`src/rtl/mem_arbiter.sv`:
```
// Two-port (CPU/host) single-RAM arbiter with round-robin ties, host lock and CPU starvation guard.
// Define MEM_ARB_HOST_PRIO_EN to make ties always go to the host instead of round-robin.
module mem_arbiter #(
  parameter int ADDR_W   = 8,
  parameter int DATA_W   = 16,
  parameter int LOCK_MAX = 16
) (
  input  logic              clk,
  input  logic              rst_n,
  input  logic              cpu_req,
  input  logic              cpu_we,
  input  logic [ADDR_W-1:0] cpu_addr,
  input  logic [DATA_W-1:0] cpu_wdata,
  output logic              cpu_gnt,
  output logic              cpu_rvalid,
  output logic [DATA_W-1:0] cpu_rdata,
  input  logic              host_req,
  input  logic              host_we,
  input  logic [ADDR_W-1:0] host_addr,
  input  logic [DATA_W-1:0] host_wdata,
  output logic              host_gnt,
  output logic              host_rvalid,
  output logic [DATA_W-1:0] host_rdata,
  input  logic              host_lock,
  output logic [ADDR_W-1:0] ram_addr,
  output logic              ram_we,
  output logic [DATA_W-1:0] ram_wdata,
  input  logic [DATA_W-1:0] ram_rdata
);

  typedef enum logic [1:0] {IDLE, ACC_CPU, ACC_HOST} state_t;

  localparam int CNT_W = $clog2(LOCK_MAX + 1) + 1;

  state_t              state_q, state_d;
  logic                armed_q;
  logic [CNT_W-1:0]    starve_q, starve_d;
  logic [ADDR_W-1:0]   addr_q, addr_d;
  logic                we_q, we_d;
  logic [DATA_W-1:0]   wdata_q, wdata_d;
  logic                cpu_rv_q, host_rv_q;
  logic [DATA_W-1:0]   cpu_rd_q, host_rd_q;
  logic                cpu_blk, cpu_force, cpu_elig, host_elig, pick_cpu;
  logic [CNT_W-1:0]    starve_inc;
`ifndef MEM_ARB_HOST_PRIO_EN
  logic                last_host_q, last_host_d;
`endif

  always_comb begin
    // The cycle being closed counts as blocked, so the CPU wins right after LOCK_MAX blocked cycles.
    cpu_blk    = cpu_req && host_lock && (state_q != ACC_CPU);
    starve_inc = starve_q + CNT_W'(cpu_blk);
    cpu_force  = (starve_inc >= CNT_W'(LOCK_MAX));
    cpu_elig   = armed_q && cpu_req && (state_q != ACC_CPU) && (!host_lock || cpu_force);
    host_elig  = armed_q && host_req && (state_q != ACC_HOST);
`ifdef MEM_ARB_HOST_PRIO_EN
    pick_cpu   = cpu_elig && (!host_elig || cpu_force);
`else
    pick_cpu   = cpu_elig && (!host_elig || cpu_force || last_host_q);
    last_host_d = last_host_q;
`endif

    state_d  = IDLE;
    addr_d   = addr_q;
    wdata_d  = wdata_q;
    we_d     = 1'b0;
    if (state_q == ACC_CPU)
      starve_d = '0;
    else if (starve_inc > CNT_W'(LOCK_MAX))
      starve_d = CNT_W'(LOCK_MAX);
    else
      starve_d = starve_inc;

    if (pick_cpu) begin
      state_d = ACC_CPU;
      addr_d  = cpu_addr;
      we_d    = cpu_we;
      wdata_d = cpu_wdata;
`ifndef MEM_ARB_HOST_PRIO_EN
      last_host_d = 1'b0;
`endif
    end else if (host_elig) begin
      state_d = ACC_HOST;
      addr_d  = host_addr;
      we_d    = host_we;
      wdata_d = host_wdata;
`ifndef MEM_ARB_HOST_PRIO_EN
      last_host_d = 1'b1;
`endif
    end
  end

  // armed_q keeps the first edge after reset release free of arbitration.
  always_ff @(posedge clk or negedge rst_n) begin
    if (!rst_n) begin
      state_q   <= IDLE;
      armed_q   <= 1'b0;
      starve_q  <= '0;
      addr_q    <= '0;
      we_q      <= 1'b0;
      wdata_q   <= '0;
      cpu_rv_q  <= 1'b0;
      host_rv_q <= 1'b0;
      cpu_rd_q  <= '0;
      host_rd_q <= '0;
`ifndef MEM_ARB_HOST_PRIO_EN
      last_host_q <= 1'b1;
`endif
    end else begin
      state_q   <= state_d;
      armed_q   <= 1'b1;
      starve_q  <= starve_d;
      addr_q    <= addr_d;
      we_q      <= we_d;
      wdata_q   <= wdata_d;
      cpu_rv_q  <= (state_q == ACC_CPU) && !we_q;
      host_rv_q <= (state_q == ACC_HOST) && !we_q;
      if (cpu_rv_q)  cpu_rd_q  <= ram_rdata;
      if (host_rv_q) host_rd_q <= ram_rdata;
`ifndef MEM_ARB_HOST_PRIO_EN
      last_host_q <= last_host_d;
`endif
    end
  end

  // Read data passes straight through in the rvalid cycle and is held afterwards.
  assign cpu_gnt     = (state_q == ACC_CPU);
  assign host_gnt    = (state_q == ACC_HOST);
  assign cpu_rvalid  = cpu_rv_q;
  assign host_rvalid = host_rv_q;
  assign cpu_rdata   = cpu_rv_q ? ram_rdata : cpu_rd_q;
  assign host_rdata  = host_rv_q ? ram_rdata : host_rd_q;
  assign ram_addr    = addr_q;
  assign ram_we      = we_q;
  assign ram_wdata   = wdata_q;

endmodule

```
`config.mk`:
```
export PLATFORM = sky130hd
export DESIGN_NAME = mem_arbiter
export DESIGN_NICKNAME = d
export VERILOG_FILES = /design/src/rtl/mem_arbiter.sv
export SDC_FILE = /design/constraint.sdc
export NUM_CORES = 1
export LEC_CHECK = 0
export BUFFER_PORTS_ARGS = -buffer_cell sky130_fd_sc_hd__buf_4
export CORE_ASPECT_RATIO = 2
export CORE_MARGIN = 3
export CORE_UTILIZATION = 35
export DETAILED_ROUTE_END_ITERATION = 16
export PLACE_DENSITY_LB_ADDON = 0.3
export SKIP_LAST_GASP = 1
export SYNTH_ARGS = -nofsm -noshare
export SYNTH_HDL_FRONTEND = slang
export SYNTH_SLANG_ARGS = --single-unit
```
`constraint.sdc`:
```
create_clock -name clk -period 3.5 [get_ports clk]
set_input_delay 0.7 -clock clk [delete_from_list [all_inputs] [get_ports clk]]
set_output_delay 0.7 -clock clk [all_outputs]
set_load 0.005 [all_outputs]
```
# Word level (Yosys, flattened, before mapping)
# Index checks and enable logic that the tools add are counted.
# totals
reg_bits,69
output_inout_bits,61
word_cells,49
# op_classes
mux,14
eq_ne,4
reduce_logical,17
add_sub_neg,1
magnitude_cmp,2
# op_table
operator,count
$mux 16,4
$mux 8,2
$mux 6,2
$logic_and 1x1->1,10
$add 6x1->6,1
$ge 6x5->1 const B,1
$gt 6x5->1 const B,1
$mux 1,4
$mux 2,2
$logic_not 1->1,3
$logic_or 1x1->1,3
$eq 2x1->1 const B,1
$eq 2x2->1 const B,1
$ne 2x1->1 const B,1
$ne 2x2->1 const B,1
$reduce_bool 2->1,1

# Depth between registers and ports, before layout
# depth
ltp_word,8
ltp_mapped,10
mapped_depth_nobuf,8

# Worst setup path after synthesis
# Ideal clock, no wire load.
# synth_path
path_kind,input-to-reg
start,input port cpu_req
end,"register addr_q[7], in the netlist ram_addr[7]"
slack_ns,1.033
n_path_buf,2
setup_ns,0.125
path_stages,9
t_arrival_ns,2.342
cell_sequence,and3_1 -> ha_1 -> ha_1 -> a311o_1 -> nand2_1 -> a31o_1 -> buf_6 -> buf_12 -> mux2_4
# synth_via
elab_chain_cells,8
word_cells_on_any_way,13
# synth_lines
item,line_no,rtl
"start, declared",10,"input logic cpu_req,"
$logic_and 1x1->1 (2 in a row),51,cpu_blk = cpu_req && host_lock && (state_q != ACC_CPU);
$add 6x1->6,52,starve_inc = starve_q + CNT_W'(cpu_blk);
$ge 6x5->1,53,cpu_force = (starve_inc >= CNT_W'(LOCK_MAX));
"$logic_or 1x1->1, on equally long branches","54, 59",
$logic_and 1x1->1 or $logic_or 1x1->1 (tied branches),"54, 59",
$logic_and 1x1->1 (*),59,pick_cpu = cpu_elig && (!host_elig || cpu_force || last_host_q);
$mux 8 or $reduce_bool 2->1 (tied branches),--,
"end signal, assigned",113,addr_q <= addr_d;
"end, declared",38,"logic [ADDR_W-1:0] addr_q, addr_d;"
# Every way passes the cells marked *; elsewhere a longest branch is shown, timed or not.
# A chain may end at the register's enable or synchronous reset.

# Worst setup path in the final report
# layout_path
start,register state_q[1]
end,"register wdata_q[3], in the netlist ram_wdata[3]"
# layout_via
elab_chain_cells,8
word_cells_on_any_way,15
# layout_lines
item,line_no,rtl
"start, declared",35,"state_t state_q, state_d;"
"start signal, assigned",110,state_q <= state_d;
$ne 2x1->1,"51, 54",
$logic_and 1x1->1,51,
$add 6x1->6,52,
$ge 6x5->1,53,
"$logic_or 1x1->1, on equally long branches","54, 59",
$logic_and 1x1->1 or $logic_or 1x1->1 (tied branches),"54, 59",
$logic_and 1x1->1,59,
$mux 16 or $reduce_bool 2->1 (tied branches),--,
"end signal, assigned",115,wdata_q <= wdata_d;
"end, declared",40,"logic [DATA_W-1:0] wdata_q, wdata_d;"
# Parallel ways exist; a longest one is shown, timed or not.

==> impl_metrics.tcl <==
set metrics [dict create \
    synthSimpleGateAreaFrac 0.0458 \
    path_class "flop to flop" \
    synth_top_family_by_area "multiplexers" \
    syn_avg_cell_area_um2 15.1 \
    cp_slowest_stage_delay_ns 0.40 \
    clkLatencyLatePin_ns 0.33 \
    synth_top_cells_by_area "dfrtp_1 (55%), mux2_2 (23%), mux2_4 (8.3%)" \
    synth_compound_gate_area_share 0.0191 \
    rsz0062_at_grt "false" \
    p_switching_uw 612 \
    drc 0 \
    place.gp.congestion 0.691 \
    initial_utilization 0.367 \
    grt_pass1_wl_um 11500 \
    cts_buffer_depth 2 \
    max-slew-margin-rel 0.413 \
    p_comb_frac 0.247 \
    endpoint_kind "flop" \
    synth.distinct_cells 33 \
    antenna_found_initial 0 \
    fin_util 0.526 \
    die_h_um 139 \
    cts_hold_buf 0 \
    cts_inserted_buffers 9 \
    synth_ff_type "dfrtp_1" \
    dp_hpwl_um 5460 \
    crit_family "simple AND/OR/NAND/NOR gates" \
    routed_wl_um 7260 \
    holdWs_ns 0.477 \
    fin_crit_sh 0.769 \
    ys_async_sr_fraction 1.00 \
    synthXorXnorAreaFrac 0.00568 \
    clock_sinks 69 \
    vias 2108 \
    cp_max_fo 27 \
    syn-num-nets 277 \
    die_x_um 72.4 \
    synth_cells 204 \
    drive_gt1_frac 0.685 \
    yosys.area.top_type_share 0.552 \
    post_cts_buffers 0 \
    finalSetupViolations 0 \
    arrival_ns 2.90 \
    dr.pass1.iters 4 \
    seqPwrFrac 0.390 \
    finalClockSkew_ns 0.00392 \
    max-cap-violations 0 \
    nets 411 \
    p_int_uw 2010 \
    clk_pin_slew_worst_paths_ns 0.06 \
    fin_crit_ns 2.69 \
    muxShareOfSynthArea 0.320 \
    vdd_drop_max_v 0.000236 \
    grt_overflow 0 \
    postRouteAntennaNets 0 \
    vias_per_cell 4.78 \
    power.share.clock 0.363 \
    dieArea_um2 10000 \
    track_usage 0.150 \
    status "complete, no violations" \
    tritoncts "built" \
    hp-class "input pin to async pin" \
    required_ns 3.71 \
    cts-root-buf "clkbuf_16" \
    crit_buf_inv 1 \
    ys_warn_count 0 \
    timing.fmax_mhz 372 \
    drv_slew 0 \
    synth_seq_area_share 0.560 \
    drtIter0Drc 75 \
    netSwitchingFraction 0.233 \
    synth_edf_count 0 \
    grt_max_degree 70 \
    coreArea_um2 8410 \
    cp_cell_sequence "nand2b_1, and3_1, ha_1, ha_1, a311o_1, nand2_1, a31o_2, buf_4, mux2_2" \
    post_cts_resized 0 \
    reg2reg_from "state_q[1]" \
    cpMostUsedCell "ha_1" \
    num_rows 47 \
    wl_per_cell_um 16.5 \
    tightest_slew_ns 0.880 \
    grt_pass1_vias 2264 \
    port_buffers 131 \
    diodes 0 \
    synth_seq_cells 69 \
    fin_setup_tns_ns 0 \
    synth_fa_ha_area_frac 0.00811 \
    boundaryPins 132 \
    layout-area-overhead-vs-synth_pct 43.3 \
    critPathLaunchType "flop" \
    hold_viol 0 \
    slowest_stage "dfrtp_1" \
    startpoint "state_q[1]" \
    h-tree-depth 3 \
    pwr_density_cell_nw_per_um2 593 \
    syn_area_um2 3090 \
    synth.largest_area_cell "dfrtp_1" \
    total_leakage_power_uw 0.00218 \
    fill_cells 723 \
]
[path summary, 6_finish.rpt]
path | cells after the start | end | slack (ns)
worst max-delay path | 9 | ram_wdata[3] | 0.81
worst min-delay path | 1 | host_rd_q[4] | 0.48
worst max register to register | 9 | ram_wdata[3] | 0.81
worst min register to register | 1 | host_rvalid | 0.48
max in group asynchronous | 1 | ram_wdata[10] | 2.43
min in group clk | 1 | host_rvalid | 0.48
[flip-flops by register name, indices dropped and copies added, names as in the netlist]
signal	flops
ram_addr	8
host_rd_q	16
state_q	2
armed_q	1
last_host_q	1
starve_q	6
host_rvalid	1
cpu_rd_q	16
cpu_rvalid	1
ram_wdata	16
ram_we	1
[stage by stage]
| stage | area (µm²) | setup WS [ns] | power (µW) | std cells |
|---|---|---|---|---|
| floorplan | 3090 | 1.03 | 1330 | 204 |
| global placement | 4110 | 0.660 | 1680 | 425 |
| detailed placement | 4110 | 0.626 | 1700 | 425 |
| CTS | 4420 | 0.794 | 2680 | 441 |
| global route | 4420 | 0.645 | 2770 | 441 |
| finish | 4420 | 0.809 | 2620 | 441 |
[area by class of cell]
class                   instances  area, µm²  share of cell area
clock buffers                  10        229              0.0518
clock inverters                 6       87.6              0.0198
inverters                       5       18.8             0.00424
multi-input cells             120       1240               0.280
flip-flops and latches         69       1730               0.391
well taps                      98        123              0.0277
repair buffers                133        998               0.226
[layout by cell type, fill, tap and decap left out]
master / Yosys / final
clkbuf_16: 0 / 9
bufinv_16: 0 / 2
clkinv_4: 0 / 2
nand2b_4: 1 / 1
a41o_1: 1 / 1
and3_1: 3 / 3
mux2i_1: 1 / 1
ha_1: 2 / 2
nand2_1: 3 / 3
clkinv_2: 0 / 2
nor2_1: 6 / 6
and2_1: 3 / 3
clkbuf_1: 3 / 1
nand3_1: 2 / 2
and3b_1: 1 / 1
a31oi_1: 1 / 1
o21ai_0: 1 / 1
a311o_1: 1 / 1
nand4_1: 1 / 1
dfrtp_1: 68 / 68
mux2_4: 17 / 17
buf_4: 0 / 133
nand3_2: 1 / 1
xnor2_1: 1 / 1
inv_1: 5 / 5
or2b_2: 1 / 1
mux2_2: 63 / 63
a21oi_1: 2 / 2
nand2b_1: 2 / 2
dfstp_2: 1 / 1
mux2i_2: 1 / 1
a31o_2: 1 / 2
xor2_1: 1 / 1
conb_1: 2 / 2
[power by group through the flow]
stage	registers [µW]	logic, µW	clock network, µW
finish	1020	648	951
detailed placement	1040	662	0
global route	1040	704	1020
CTS	1030	663	984
floorplan	1020	307	0
global placement	1030	648	0
[worst register-to-register path, cell delays in order (launching register included)]
cell      delay (ns)
dfrtp_1         0.40
nand2b_1        0.21
and3_1          0.21
ha_1            0.20
ha_1            0.24
a311o_1         0.27
nand2_1         0.10
a31o_2          0.16
buf_4           0.39
mux2_2          0.41
[cell usage after synthesis (3+ instances only)]
| cell type | n |
|---|---|
| and3_1 | 3 |
| mux2_2 | 63 |
| buf_6 | 4 |
| and2_1 | 3 |
| nor2_1 | 6 |
| clkbuf_1 | 3 |
| inv_1 | 5 |
| nand2_1 | 3 |
| mux2_4 | 17 |
| dfrtp_1 | 68 |
[per-layer routing]
metal,vias up,part of all wire,global-route usage
li1,981,-,-
met1,1035,0.34,0.151
met2,76,0.56,0.269
met3,16,0.067,0.0385
met4,0,0.032,0.0846
met5,-,0,0
[cell families (layout without fill, tap and decap cells)]
logic type,after synthesis,count (layout)
AOI/OAI and AO/OA,8,8
xor gates and xnor gates,2,2
adders and majority gates,2,2
buffers and inverters,15,154
DFF,69,69
muxes,82,82
other,2,2
and+or+nand+nor,24,24
(Power assumes the default switching activity.)
